===== src/rtl/i2c_txn_sequencer_if.sv =====
// Host request/response and byte-level I2C master strobes for i2c_txn_sequencer.
// The master modport is the sequencer's view; the slave modport is the host/master-side view.
interface i2c_txn_sequencer_if;
  logic       req_valid;
  logic       req_rnw;
  logic [6:0] req_dev;
  logic [7:0] req_reg;
  logic [7:0] req_wdata;
  logic       req_ready;
  logic       rsp_done;
  logic [1:0] rsp_status;
  logic [7:0] rsp_rdata;
  logic [2:0] i2c_cmd;
  logic [7:0] i2c_din;
  logic       i2c_wr;
  logic       i2c_ready;
  logic       i2c_done;
  logic       i2c_ack;
  logic [7:0] i2c_dout;

  modport master (
    input  req_valid, req_rnw, req_dev, req_reg, req_wdata,
    output req_ready, rsp_done, rsp_status, rsp_rdata,
    output i2c_cmd, i2c_din, i2c_wr,
    input  i2c_ready, i2c_done, i2c_ack, i2c_dout
  );

  modport slave (
    output req_valid, req_rnw, req_dev, req_reg, req_wdata,
    input  req_ready, rsp_done, rsp_status, rsp_rdata,
    input  i2c_cmd, i2c_din, i2c_wr,
    output i2c_ready, i2c_done, i2c_ack, i2c_dout
  );
endinterface


===== src/rtl/i2c_txn_sequencer.sv =====
// Walks one I2C register write/read through the byte-level master's command strobes.
// Define I2C_SEQ_NACK_ABORT_EN to skip to the final STOP after a NACKed write byte.
module i2c_txn_sequencer #(
  parameter int TO_W   = 16,
  parameter int TO_CYC = 50000
) (
  input logic            clk,
  input logic            rst,
  i2c_txn_sequencer_if.master bus
);

  typedef enum logic [2:0] {IDLE, ISSUE, WAIT_LO, WAIT_HI, WAIT_DONE, NEXT, FINISH} state_t;

  localparam logic [2:0] C_START   = 3'b000;
  localparam logic [2:0] C_WR      = 3'b001;
  localparam logic [2:0] C_RD      = 3'b010;
  localparam logic [2:0] C_STOP    = 3'b011;
  localparam logic [2:0] C_RESTART = 3'b100;
  localparam logic [1:0] ST_OK     = 2'b00;
  localparam logic [1:0] ST_NACK   = 2'b01;
  localparam logic [1:0] ST_TO     = 2'b10;

  state_t          state;
  logic            rnw;
  logic [6:0]      dev;
  logic [7:0]      rg;
  logic [7:0]      wd;
  logic [2:0]      step;
  logic [TO_W-1:0] to_cnt;
  logic [1:0]      st;
  logic [7:0]      shadow;
  logic [2:0]      last;
  logic [10:0]     nxt;
  logic            to_hit;

  // {cmd, din} for step s of the write (5-step) or read (7-step) list
  function automatic logic [10:0] step_op(input logic r, input logic [2:0] s,
                                          input logic [6:0] d, input logic [7:0] a,
                                          input logic [7:0] w);
    step_op = {C_STOP, 8'h00};
    case (s)
      3'd0:    step_op = {C_START, 8'h00};
      3'd1:    step_op = {C_WR, d, 1'b0};
      3'd2:    step_op = {C_WR, a};
      3'd3:    step_op = r ? {C_RESTART, 8'h00} : {C_WR, w};
      3'd4:    step_op = r ? {C_WR, d, 1'b1} : {C_STOP, 8'h00};
      3'd5:    step_op = {C_RD, 8'h00};
      default: step_op = {C_STOP, 8'h00};
    endcase
  endfunction

  assign last   = rnw ? 3'd6 : 3'd4;
  assign nxt    = step_op(rnw, step + 3'd1, dev, rg, wd);
  assign to_hit = (to_cnt == TO_W'(TO_CYC - 1));

  always_ff @(posedge clk or negedge rst) begin
    if (!rst) begin
      state          <= IDLE;
      bus.req_ready  <= 1'b1;
      bus.rsp_done   <= 1'b0;
      bus.rsp_status <= ST_OK;
      bus.rsp_rdata  <= 8'h00;
      bus.i2c_cmd    <= C_STOP;
      bus.i2c_din    <= 8'h00;
      bus.i2c_wr     <= 1'b0;
      rnw            <= 1'b0;
      dev            <= 7'h00;
      rg             <= 8'h00;
      wd             <= 8'h00;
      step           <= 3'd0;
      to_cnt         <= '0;
      st             <= ST_OK;
      shadow         <= 8'h00;
    end else begin
      bus.i2c_wr   <= 1'b0;
      bus.rsp_done <= 1'b0;
      if (state inside {ISSUE, WAIT_LO, WAIT_HI, WAIT_DONE}) to_cnt <= to_cnt + 1'b1;
      case (state)
        IDLE: if (bus.req_valid) begin
          rnw           <= bus.req_rnw;
          dev           <= bus.req_dev;
          rg            <= bus.req_reg;
          wd            <= bus.req_wdata;
          step          <= 3'd0;
          st            <= ST_OK;
          to_cnt        <= '0;
          bus.i2c_cmd   <= C_START;
          bus.i2c_din   <= 8'h00;
          bus.req_ready <= 1'b0;
          state         <= ISSUE;
        end
        ISSUE:
          if (bus.i2c_ready) begin
            bus.i2c_wr <= 1'b1;
            state      <= (bus.i2c_cmd == C_WR || bus.i2c_cmd == C_RD) ? WAIT_DONE : WAIT_LO;
          end else if (to_hit) begin
            st    <= ST_TO;
            state <= FINISH;
          end
        WAIT_LO:
          if (!bus.i2c_ready) state <= WAIT_HI;
          else if (to_hit) begin
            st    <= ST_TO;
            state <= FINISH;
          end
        WAIT_HI:
          if (bus.i2c_ready) state <= NEXT;
          else if (to_hit) begin
            st    <= ST_TO;
            state <= FINISH;
          end
        // completion takes priority over a same-cycle timeout
        WAIT_DONE:
          if (bus.i2c_done) begin
            if (bus.i2c_cmd == C_WR && bus.i2c_ack) begin
              st <= ST_NACK;
`ifdef I2C_SEQ_NACK_ABORT_EN
              step <= last - 3'd1;
`endif
            end
            if (bus.i2c_cmd == C_RD) shadow <= bus.i2c_dout;
            state <= NEXT;
          end else if (to_hit) begin
            st    <= ST_TO;
            state <= FINISH;
          end
        NEXT:
          if (step == last) state <= FINISH;
          else begin
            step                       <= step + 3'd1;
            {bus.i2c_cmd, bus.i2c_din} <= nxt;
            to_cnt                     <= '0;
            state                      <= ISSUE;
          end
        FINISH: begin
          bus.rsp_done   <= 1'b1;
          bus.rsp_status <= st;
          if (rnw && st == ST_OK) bus.rsp_rdata <= shadow;
          bus.req_ready  <= 1'b1;
          state          <= IDLE;
        end
        default: state <= IDLE;
      endcase
    end
  end

endmodule


===== src/flat_wrapper.sv =====
// flat-port wrapper written by rule: the top's interface ports become plain ports
module i2c_txn_sequencer_flat 
#(
  parameter int TO_W   = 16,
  parameter int TO_CYC = 50000
)
  (clk, rst, bus_req_valid, bus_req_rnw, bus_req_dev, bus_req_reg, bus_req_wdata, bus_req_ready, bus_rsp_done, bus_rsp_status, bus_rsp_rdata, bus_i2c_cmd, bus_i2c_din, bus_i2c_wr, bus_i2c_ready, bus_i2c_done, bus_i2c_ack, bus_i2c_dout);
  i2c_txn_sequencer_if bus_i ();
  input logic clk;
  input logic rst;
  input wire logic [$bits(bus_i.req_valid)-1:0] bus_req_valid;
  input wire logic [$bits(bus_i.req_rnw)-1:0] bus_req_rnw;
  input wire logic [$bits(bus_i.req_dev)-1:0] bus_req_dev;
  input wire logic [$bits(bus_i.req_reg)-1:0] bus_req_reg;
  input wire logic [$bits(bus_i.req_wdata)-1:0] bus_req_wdata;
  output wire logic [$bits(bus_i.req_ready)-1:0] bus_req_ready;
  output wire logic [$bits(bus_i.rsp_done)-1:0] bus_rsp_done;
  output wire logic [$bits(bus_i.rsp_status)-1:0] bus_rsp_status;
  output wire logic [$bits(bus_i.rsp_rdata)-1:0] bus_rsp_rdata;
  output wire logic [$bits(bus_i.i2c_cmd)-1:0] bus_i2c_cmd;
  output wire logic [$bits(bus_i.i2c_din)-1:0] bus_i2c_din;
  output wire logic [$bits(bus_i.i2c_wr)-1:0] bus_i2c_wr;
  input wire logic [$bits(bus_i.i2c_ready)-1:0] bus_i2c_ready;
  input wire logic [$bits(bus_i.i2c_done)-1:0] bus_i2c_done;
  input wire logic [$bits(bus_i.i2c_ack)-1:0] bus_i2c_ack;
  input wire logic [$bits(bus_i.i2c_dout)-1:0] bus_i2c_dout;
  assign bus_i.req_valid = bus_req_valid;
  assign bus_i.req_rnw = bus_req_rnw;
  assign bus_i.req_dev = bus_req_dev;
  assign bus_i.req_reg = bus_req_reg;
  assign bus_i.req_wdata = bus_req_wdata;
  assign bus_req_ready = bus_i.req_ready;
  assign bus_rsp_done = bus_i.rsp_done;
  assign bus_rsp_status = bus_i.rsp_status;
  assign bus_rsp_rdata = bus_i.rsp_rdata;
  assign bus_i2c_cmd = bus_i.i2c_cmd;
  assign bus_i2c_din = bus_i.i2c_din;
  assign bus_i2c_wr = bus_i.i2c_wr;
  assign bus_i.i2c_ready = bus_i2c_ready;
  assign bus_i.i2c_done = bus_i2c_done;
  assign bus_i.i2c_ack = bus_i2c_ack;
  assign bus_i.i2c_dout = bus_i2c_dout;
  i2c_txn_sequencer #(.TO_W(TO_W), .TO_CYC(TO_CYC)) u_core (.clk(clk), .rst(rst), .bus(bus_i));
endmodule

===== config.mk =====
export PLATFORM = sky130hd
export DESIGN_NAME = i2c_txn_sequencer_flat
export DESIGN_NICKNAME = d
export VERILOG_FILES = /design/src/rtl/i2c_txn_sequencer_if.sv /design/src/rtl/i2c_txn_sequencer.sv /design/src/flat_wrapper.sv
export SDC_FILE = /design/constraint.sdc
export NUM_CORES = 1
export LEC_CHECK = 0
export BUFFER_PORTS_ARGS = -buffer_cell sky130_fd_sc_hd__buf_2
export CORE_MARGIN = 2
export CORE_UTILIZATION = 50
export DETAILED_ROUTE_END_ITERATION = 8
export GPL_TIMING_DRIVEN = 0
export PLACE_DENSITY = 0.72
export SYNTH_ARGS = -nofsm -noshare
export SYNTH_HDL_FRONTEND = slang
export SYNTH_SLANG_ARGS = --single-unit

===== constraint.sdc =====
create_clock -name clk -period 2.4 [get_ports clk]
set_input_delay 0.24 -clock clk [delete_from_list [all_inputs] [get_ports clk]]
set_output_delay 0.24 -clock clk [all_outputs]
set_load 0.03 [all_outputs]

==> results.sh, run 1 <==
export IMPL_grt_use_total_pct=20.1
export IMPL_drc=0
export IMPL_tightest_slew_ns=0.753
export IMPL_relSlewSlack_pct=49.6
export IMPL_r2r_end="u_core.wd[6]$_DFFE_PN0P_"
export IMPL_synth_main_ff_cell="dfrtp_1"
export IMPL_synth_area_sq_um=3840
export IMPL_stdcell_count=504
export IMPL_powerDensity_nw_per_um2=1110
export IMPL_fin_util_pct=61.8
export IMPL_n_antenna_cell=0
export IMPL_max_cap_violations=0
export IMPL_nFillCells=599
export IMPL_grt_max_degree=63
export IMPL_core_sq_um=7330
export IMPL_reg2reg_depth=6
export IMPL_cts_tree="yes"
export IMPL_skew_ns=0.0105
export IMPL_ys_seq_area_share_pct=52.2
export IMPL_cp_slowest_cell="nor3_1"
export IMPL_synth_avg_cell_area_sq_um=11.8
export IMPL_finalSetupTns_ns=0
export IMPL_hold_viol_final=0
export IMPL_synth_edf_count=0
export IMPL_final_nets=444
export IMPL_fp_row_count=31
export IMPL_clk_latency_ns=0.35
export IMPL_outcome="complete, no violations"
export IMPL_yosys_cell_types_count=54
export IMPL_gp_congestion=0.795
export IMPL_hold_class="in -> reg"
export IMPL_dp_hpwl_mm=5.55
export IMPL_crit_type="reg -> reg"
export IMPL_ir_worst_vdd_uv=576
export IMPL_cp_end_kind="flop"
export IMPL_io_buffers=61
export IMPL_fin_crit_sh_pct=92.3
export IMPL_initial_utilization_pct=52.4
export IMPL_critPathLaunchType="flop"
export IMPL_leakage_nw=2.11
export IMPL_die_x_um=91.7
export IMPL_post_cts_setup_buffer_count=0
export IMPL_drt_wirelength_per_cell_um=15.8
export IMPL_netlist_instances=326
export IMPL_period_needed_ns=2.22
export IMPL_max_stage_delay_ns=0.44
export IMPL_syn2layout_area_growth_pct=17.8
export IMPL_min_to="u_core.rnw$_DFFE_PN0P_"
export IMPL_cts_buffers_inserted=9
export IMPL_grt_pass1_vias=2728
export IMPL_crit_fanout=10
export IMPL_grt_overflow_total=0
export IMPL_die_h_um=91.7
export IMPL_fmax_ghz=0.451
export IMPL_synth_fp_nets=370
export IMPL_drtIter0Drc=152
export IMPL_yosysWarningCount=0
export IMPL_ys_seq_elements=80
export IMPL_clockBufferDepth=2
export IMPL_routed_via_density=5.63
export IMPL_drv_slew=0
export IMPL_rrSetupSlack_ns=0.18
export IMPL_crit_buf_inv=3
export IMPL_htreeDepth=3
export IMPL_synthArstFlopShare_pct=100
export IMPL_cts_root_buf="clkbuf_8"
export IMPL_cts_sinks=80
export IMPL_place_inst=487
export IMPL_grt_pass1_wl_mm=13.4
export IMPL_crit_arrival_ns=2.46
export IMPL_setup_slack_ns=0.185
export IMPL_drtPass1Iterations=4
export IMPL_hold_depth=3
export IMPL_ant_nets=0
export IMPL_antenna_found_initial=0
export IMPL_critPathMostFrequentCell="buf_2"
export IMPL_setup_violations=0
export IMPL_total_power_mw=5.04
export IMPL_layout_drive_gt1_share_pct=34.1
export IMPL_rsz0062_at_grt="false"
export IMPL_worstPathCellList="buf_4 > nor3_1 > and2_1 > buf_2 > buf_2 > mux2_2"
export IMPL_die_area_sq_um=8400
export IMPL_hold_path_startpoint="bus_req_rnw"
export IMPL_r2r_start="u_core.state[2]$_DFFE_PN0P_"
export IMPL_num_vias=2839
export IMPL_dpl_worst_slack_ns=0.114
export IMPL_critPathTopFamily="buffers and inverters"
export IMPL_ios=62
export IMPL_routed_wl_mm=7.97
export IMPL_cts_clk_slew_worst_paths_ns=0.09
export IMPL_cp_required_ns=2.64
-- power breakdown --
group	switching (mW)	leakage [nW]	total, mW	internal [mW]
registers	0.290	1.04	2.07	1.78
logic	1.09	0.962	1.91	0.819
clock network	0.548	0.104	1.05	0.504
-- layout make-up --
cell class	count	area (sq um)	share of cell area (%)
well taps	99	124	2.74
clock buffers	9	124	2.74
inverters	12	45.0	0.995
multi-input cells	219	1720	38.0
repair buffers	63	345	7.63
plain buffers	15	75.1	1.66
clock inverters	7	86.3	1.91
flip-flops and latches	80	2010	44.3
-- stage by stage --
| step | hold WS (ns) | instance area [sq um] |
|---|---|---|
| global route | 0.0916 | 4530 |
| detailed placement | 0.144 | 4300 |
| floorplan | -0.0556 | 3840 |
| CTS | 0.0784 | 4520 |
| finish | 0.0913 | 4530 |
| global placement | 0.460 | 4270 |
-- sequential cells by signal, summed over array words and instances (netlist names) --
register,count
u_core.to_cnt,16
u_core.bus.i2c_din,8
u_core.bus.rsp_rdata,8
u_core.rg,8
u_core.shadow,8
u_core.wd,8
u_core.dev,7
u_core.bus.i2c_cmd,3
u_core.state,3
u_core.step,3
u_core.bus.rsp_status,2
u_core.st,2
u_core.bus.i2c_wr,1
u_core.bus.req_ready,1
u_core.bus.rsp_done,1
u_core.rnw,1
-- cell usage in the layout, fill, tap and decap left out, types with 4 or more instances in the layout --
| cell type | instances |
|---|---|
| dfrtp_1 | 77 |
| buf_2 | 66 |
| mux2_2 | 43 |
| nor2_1 | 18 |
| o21ai_0 | 15 |
| inv_1 | 12 |
| nand2_1 | 11 |
| clkbuf_8 | 9 |
| o2bb2ai_1 | 8 |
| a22o_1 | 8 |
| nor2b_1 | 7 |
| mux2i_1 | 7 |
| a22oi_1 | 7 |
| clkbuf_1 | 6 |
| xnor2_1 | 6 |
| nor3_1 | 6 |
| nand3_1 | 6 |
| a21oi_1 | 6 |
| nor4bb_1 | 6 |
| ha_1 | 6 |
| nand4_1 | 5 |
| o31ai_1 | 5 |
| xor2_1 | 5 |
| or4_1 | 4 |
| nor4_1 | 4 |
-- kinds of logic (layout without fill, tap and decap cells) --
logic type                 after synthesis  after routing  share of synthesized area (%)
DFF                                     80             80                           52.2
AOI/OAI and AO/OA                       67             67                           12.8
xor gates and xnor gates                11             11                           2.51
and+or+nand+nor                         85             85                           13.0
adders and majority gates                6              6                           1.95
muxes                                   50             50                           14.4
buffers and inverters                   27            106                           3.12
-- cell usage after synthesis, types with 2 or more instances --
library cell   n  area, sq um
nor4bb_1       6         60.1
nor2b_1        7         43.8
a21oi_1        6         30.0
a211oi_1       2         15.0
xnor2_1        6         52.6
xor2_1         5         43.8
and2_1         3         18.8
nand3_1        6         30.0
or3_1          2         12.5
o21ai_0       15         75.1
a31oi_1        3         18.8
ha_1           6         75.1
clkbuf_1       6         22.5
inv_1         12         45.0
nand4_1        5         31.3
a22oi_1        7         52.6
dfstp_2        3         78.8
nor3_1         6         30.0
nor2_1        18         67.6
o31ai_1        5         37.5
and4_1         3         26.3
buf_2          6         30.0
or4_1          4         30.0
mux2_2        43          484
mux2i_1        7         70.1
o311ai_0       2         17.5
nand2_1       11         41.3
a22o_1         8         70.1
dfrtp_1       77         1930
o2bb2ai_1      8         70.1
nor4_1         4         25.0
nand4b_1       2         17.5
-- worst min-delay path: cells and delay by family --
family                 cells  cell delay, ns
buffers and inverters      1            0.08
AO/OA/AOI/OAI              1            0.06
AND/OR/NAND/NOR            1            0.04
-- per-layer routing --
metal | routed length (um) | GRT usage (%) | up-vias
li1 | - | - | 1359
met1 | 3800 | 28.4 | 1409
met4 | 106 | 7.70 | 0
met3 | 369 | 4.11 | 9
met5 | 0 | 0 | -
met2 | 3690 | 30.6 | 62
-- how the worst max path moves through the flow --
stage,cells after the start,start,to,slack (ns)
2_1_floorplan,6,u_core.state[1]$_DFFE_PN0P_,u_core.to_cnt[13]$_DFF_PN0_,0.47
6_report,6,u_core.state[2]$_DFFE_PN0P_,u_core.wd[6]$_DFFE_PN0P_,0.18
4_1_cts,5,u_core.state[0]$_DFFE_PN0P_,u_core.bus.i2c_din[0]$_DFFE_PN0P_,0.08
3_5_place_dp,5,u_core.state[0]$_DFFE_PN0P_,u_core.bus.i2c_din[0]$_DFFE_PN0P_,0.11
3_3_place_gp,5,u_core.state[0]$_DFFE_PN0P_,u_core.bus.i2c_din[0]$_DFFE_PN0P_,0.15
5_1_grt,5,u_core.step[0]$_DFFE_PN0P_,u_core.bus.i2c_din[0]$_DFFE_PN0P_,0.02
-- what timing repair did --
action	in CTS	in global routing
gates resized for setup	0	1
hold buffers	1	0
endpoints found under the hold margin	18	0
setup endpoints to repair	0	4
No activity file was read; power rests on OpenSTA's default activity.
==> run 2, diff against run 1 <==
--- a/config.mk
+++ b/config.mk
@@ -11,6 +11,7 @@
 export DETAILED_ROUTE_END_ITERATION = 8
 export GPL_TIMING_DRIVEN = 0
 export PLACE_DENSITY = 0.72
+export REMOVE_ABC_BUFFERS = 1
 export SYNTH_ARGS = -nofsm -noshare
 export SYNTH_HDL_FRONTEND = slang
 export SYNTH_SLANG_ARGS = --single-unit
==> constraint.sdc (replaced) <==
create_clock -name clk -period 2.4 [get_ports clk]
set_input_delay 0.48 -clock clk [delete_from_list [all_inputs] [get_ports clk]]
set_output_delay 0.48 -clock clk [all_outputs]
set_load 0.03 [all_outputs]
==> results.sh, run 2 (synthesized netlist as in run 1, its figures left out) <==
export IMPL_crit_start="u_core.state[2]$_DFFE_PN0P_"
export IMPL_post_cts_setup_buffer_count=0
export IMPL_cp_end_kind="flop"
export IMPL_fp_row_count=31
export IMPL_crit_type="reg -> reg"
export IMPL_grt_use_total_pct=19.4
export IMPL_r2r_end="u_core.bus.rsp_rdata[2]$_DFFE_PN0P_"
export IMPL_drt_wirelength_per_cell_um=16.0
export IMPL_syn2layout_area_growth_pct=16.0
export IMPL_hold_viol_final=0
export IMPL_setup_violations=0
export IMPL_powerDensity_nw_per_um2=1120
export IMPL_fin_crit_sh_pct=92.1
export IMPL_relSlewSlack_pct=24.1
export IMPL_die_area_sq_um=8400
export IMPL_crit_fanout=19
export IMPL_die_h_um=91.7
export IMPL_regMostFlops="u_core.to_cnt"
export IMPL_layout_drive_gt1_share_pct=34.2
export IMPL_max_cap_violations=0
export IMPL_ir_worst_vdd_uv=551
export IMPL_r2r_start="u_core.state[2]$_DFFE_PN0P_"
export IMPL_num_vias=2786
export IMPL_largest_register_ffs=16
export IMPL_antenna_found_initial=0
export IMPL_cts_root_buf="clkbuf_8"
export IMPL_place_area_sq_um=4230
export IMPL_gp_congestion=0.779
export IMPL_fmax_ghz=0.452
export IMPL_io_buffers=61
export IMPL_ant_nets=0
export IMPL_period_needed_ns=2.21
export IMPL_reg2reg_depth=4
export IMPL_die_x_um=91.7
export IMPL_clockBufferDepth=2
export IMPL_finalSetupTns_ns=0
export IMPL_holdBufCountCts=0
export IMPL_grt_max_degree=55
export IMPL_leakage_nw=2.05
export IMPL_drv_slew=0
export IMPL_fin_util_pct=60.8
export IMPL_drc=0
export IMPL_routed_wl_mm=7.79
export IMPL_critPathLaunchType="flop"
export IMPL_drtIter0Drc=121
export IMPL_final_nets=428
export IMPL_grt_pass1_vias=2704
export IMPL_grt_overflow_total=0
export IMPL_rrSetupSlack_ns=0.19
export IMPL_drtPass1Iterations=4
export IMPL_cts_clk_slew_worst_paths_ns=0.08
export IMPL_crit_arrival_ns=2.45
export IMPL_routed_via_density=5.71
export IMPL_cts_tree="yes"
export IMPL_grt_pass1_wl_mm=13.1
export IMPL_most_common_layout_cells="dfrtp_1, buf_2, mux2_2"
export IMPL_htreeDepth=3
export IMPL_initial_utilization_pct=52.4
export IMPL_clk_latency_ns=0.35
export IMPL_layout_commonest_cell="dfrtp_1"
export IMPL_total_power_mw=5.01
export IMPL_cts_sinks=80
export IMPL_cp_required_ns=2.64
export IMPL_outcome="complete, no violations"
export IMPL_n_antenna_cell=0
export IMPL_ios=62
export IMPL_worstPathCellList="inv_1 > or3_4 > or4_1 > mux2_2"
export IMPL_dp_hpwl_mm=5.35
export IMPL_cts_buffers_inserted=9
export IMPL_hold_class="in -> async"
export IMPL_rsz0062_at_grt="false"
export IMPL_fin_area_sq_um=4460
export IMPL_max_stage_delay_ns=0.60
export IMPL_core_sq_um=7330
export IMPL_cp_slowest_cell="or4_1"
export IMPL_skew_ns=0.0129
export IMPL_tightest_slew_ns=1.13
## run 2: how the worst max path moves through the flow
stage	to	slack (ns)	depth (start not counted)
5_1_grt	u_core.step[1]$_DFFE_PN0P_	0.01	4
3_5_place_dp	u_core.dev[4]$_DFFE_PN0P_	-0.30	3
3_3_place_gp	u_core.rg[4]$_DFFE_PN0P_	-0.22	3
6_report	u_core.bus.rsp_rdata[2]$_DFFE_PN0P_	0.19	4
4_1_cts	u_core.to_cnt[13]$_DFF_PN0_	0.06	4
2_1_floorplan	u_core.dev[0]$_DFFE_PN0P_	0.24	3
## run 2: what timing repair did
item	in CTS	in global routing
gates resized for setup	4	1
hold endpoints to repair	0	0
endpoints found under the setup margin	28	28
## run 2: through the flow
stage	instances	hold slack [ns]	setup WS [ns]
2_1_floorplan	311	0.184	0.242
3_3_place_gp	471	0.478	-0.218
3_5_place_dp	472	0.430	-0.298
4_1_cts	488	0.0463	0.0642
5_1_grt	488	0.0636	0.0135
6_report	488	0.0451	0.190
## run 2: metal layers
metal	share of wire (%)	global-route usage, %
met1	47	27.3
met2	47	30.2
met3	4.4	2.63
met4	1.7	8.33
met5	0	0
## run 2: final cells by class
type	instances	area, sq um
Clock buffer	10	128
Clock inverter	6	92.6
Fill cell	612	2870
Inverter	12	45.0
Multi-Input combinational cell	219	1720
Sequential cell	80	2010
Tap cell	99	124
Timing Repair Buffer	62	335
## run 2: power by group
group / total (mW) / switching (mW) / internal [mW]
sequential: 2.16 / 0.375 / 1.79
combinational: 1.75 / 0.976 / 0.771
clock: 1.10 / 0.511 / 0.592
total: 5.01 / 1.86 / 3.15
## run 2: critical path, delay by kind of cell, from the launching register on
| kind | cells | cell delay (ns) |
|---|---|---|
| AND/OR/NAND/NOR | 2 | 1.04 |
| buffers and inverters | 1 | 0.16 |
| flip-flops | 1 | 0.55 |
| multiplexers | 1 | 0.35 |
==> run 3, diff against run 2 <==
--- a/config.mk
+++ b/config.mk
@@ -6,11 +6,13 @@
 export NUM_CORES = 1
 export LEC_CHECK = 0
 export BUFFER_PORTS_ARGS = -buffer_cell sky130_fd_sc_hd__buf_2
+export CELL_PAD_IN_SITES_DETAIL_PLACEMENT = 1
+export CELL_PAD_IN_SITES_GLOBAL_PLACEMENT = 1
 export CORE_MARGIN = 2
-export CORE_UTILIZATION = 50
+export CORE_UTILIZATION = 45
 export DETAILED_ROUTE_END_ITERATION = 8
 export GPL_TIMING_DRIVEN = 0
-export PLACE_DENSITY = 0.72
+export PLACE_DENSITY_LB_ADDON = 0.1
 export REMOVE_ABC_BUFFERS = 1
 export SYNTH_ARGS = -nofsm -noshare
 export SYNTH_HDL_FRONTEND = slang
==> results.sh, run 3 (synthesized netlist as in run 1, its figures left out) <==
export IMPL_grt_pass1_wl_mm=14.0
export IMPL_largest_register_ffs=16
export IMPL_critPathLaunchType="flop"
export IMPL_fin_util_pct=53.7
export IMPL_drv_slew=0
export IMPL_cts_sinks=80
export IMPL_core_sq_um=8260
export IMPL_cts_root_buf="clkbuf_8"
export IMPL_worstPathCellList="inv_1 > or3_4 > or4_1 > mux2_2"
export IMPL_ir_worst_vdd_uv=500
export IMPL_num_vias=2776
export IMPL_max_stage_delay_ns=0.62
export IMPL_rrSetupSlack_ns=0.13
export IMPL_cts_tree="yes"
export IMPL_grt_pass1_vias=2896
export IMPL_cts_buffers_inserted=9
export IMPL_cts_clk_slew_worst_paths_ns=0.09
export IMPL_rsz0062_at_grt="false"
export IMPL_tightest_slew_ns=0.811
export IMPL_fin_crit_sh_pct=94.4
export IMPL_grt_overflow_total=0
export IMPL_skew_ns=0.0107
export IMPL_die_area_sq_um=9300
export IMPL_max_cap_violations=0
export IMPL_die_x_um=96.4
export IMPL_holdBufCountCts=0
export IMPL_routed_via_density=5.62
export IMPL_holdWs_ns=0.0864
export IMPL_grt_use_total_pct=19.7
export IMPL_hold_class="in -> async"
export IMPL_ios=62
export IMPL_cp_required_ns=2.64
export IMPL_most_common_layout_cells="dfrtp_1, buf_2, mux2_2"
export IMPL_syn2layout_area_growth_pct=15.3
export IMPL_final_nets=428
export IMPL_nFillCells=931
export IMPL_n_antenna_cell=0
export IMPL_crit_buf_inv=1
export IMPL_grt_max_degree=42
export IMPL_outcome="complete, no violations"
export IMPL_fmax_ghz=0.441
export IMPL_crit_type="reg -> reg"
export IMPL_drtPass1Iterations=4
export IMPL_critPathTopFamily="simple AND/OR/NAND/NOR gates"
export IMPL_clockBufferDepth=2
export IMPL_layout_commonest_cell="dfrtp_1"
export IMPL_regMostFlops="u_core.to_cnt"
export IMPL_relSlewSlack_pct=45.7
export IMPL_ant_nets=0
export IMPL_clk_latency_ns=0.36
export IMPL_io_buffers=61
export IMPL_cp_end_kind="flop"
export IMPL_htreeDepth=3
export IMPL_finalSetupTns_ns=0
export IMPL_drtIter0Drc=88
export IMPL_crit_fanout=19
export IMPL_place_inst=478
export IMPL_powerDensity_nw_per_um2=1100
export IMPL_dpl_worst_slack_ns=-0.340
export IMPL_period_needed_ns=2.27
export IMPL_die_h_um=96.4
export IMPL_drt_wirelength_per_cell_um=17.3
export IMPL_setup_violations=0
export IMPL_setup_slack_ns=0.133
export IMPL_post_cts_setup_buffer_count=0
export IMPL_layout_drive_gt1_share_pct=34.4
export IMPL_antenna_found_initial=0
export IMPL_hold_viol_final=0
export IMPL_crit_arrival_ns=2.51
export IMPL_fp_row_count=33
export IMPL_drc=0
export IMPL_routed_wl_mm=8.56
export IMPL_stdcell_count=494
export IMPL_cp_slowest_cell="or4_1"
export IMPL_initial_utilization_pct=46.5
export IMPL_dp_hpwl_mm=5.90
export IMPL_leakage_nw=2.03
export IMPL_gp_congestion=0.736
run 3: cell types whose count changed in the layout (fill, tap and decap cells not counted), sizes merged:
cell and change:
inv +2, bufinv -2, clkinv -1, clkinvlp +1
run 3: report_power, final:
group          switching [mW]  internal, mW  total [mW]  leakage [nW]
Combinational           0.998         0.774        1.77         0.910
Clock                   0.530         0.414       0.944        0.0859
Sequential              0.384          1.79        2.17          1.04
Total                    1.91          2.97        4.88          2.03
run 3: routing by layer:
layer,up-vias,track usage [%],share of wire (%)
met5,-,0,0
met4,0,6.69,1.4
met3,12,4.27,4.0
met2,52,32.7,49
met1,1384,25.7,46
li1,1328,-,-
run 3: path summary, 6_finish.rpt:
check | startpoint | endpoint | cells past startpoint
setup / recovery | u_core.state[2]$_DFFE_PN0P_ | u_core.bus.rsp_rdata[4]$_DFFE_PN0P_ | 4
hold / removal | rst | u_core.bus.rsp_done$_DFF_PN0_ | 1
max in group asynchronous | rst | u_core.rg[3]$_DFFE_PN0P_ | 2
setup reg to reg | u_core.state[2]$_DFFE_PN0P_ | u_core.bus.rsp_rdata[4]$_DFFE_PN0P_ | 4
hold reg to reg | u_core.bus.req_ready$_DFFE_PN1P_ | u_core.bus.req_ready$_DFFE_PN1P_ | 2
min in group clk | bus_req_rnw | u_core.rnw$_DFFE_PN0P_ | 3
run 3: repair_timing:
action                                  in CTS  in global routing
endpoints found under the setup margin      43                 42
gates resized for setup                      4                  2
hold endpoints to repair                     0                  0
run 3: per-stage QoR:
stage	area (sq um)	power (mW)
after floorplan	3770	3.41
after global placement	4210	3.87
after detailed placement	4230	3.97
after CTS	4420	4.93
after global routing	4430	5.26
final	4430	4.88
run 3: cell type report:
| type | count | area, sq um | area share (%) |
|---|---|---|---|
| Sequential cell | 80 | 2010 | 45.4 |
| Clock buffer | 10 | 138 | 3.11 |
| Multi-Input combinational cell | 219 | 1730 | 39.1 |
| Inverter | 12 | 45.0 | 1.02 |
| Timing Repair Buffer | 62 | 328 | 7.40 |
| Tap cell | 105 | 131 | 2.97 |
| Clock inverter | 6 | 48.8 | 1.10 |
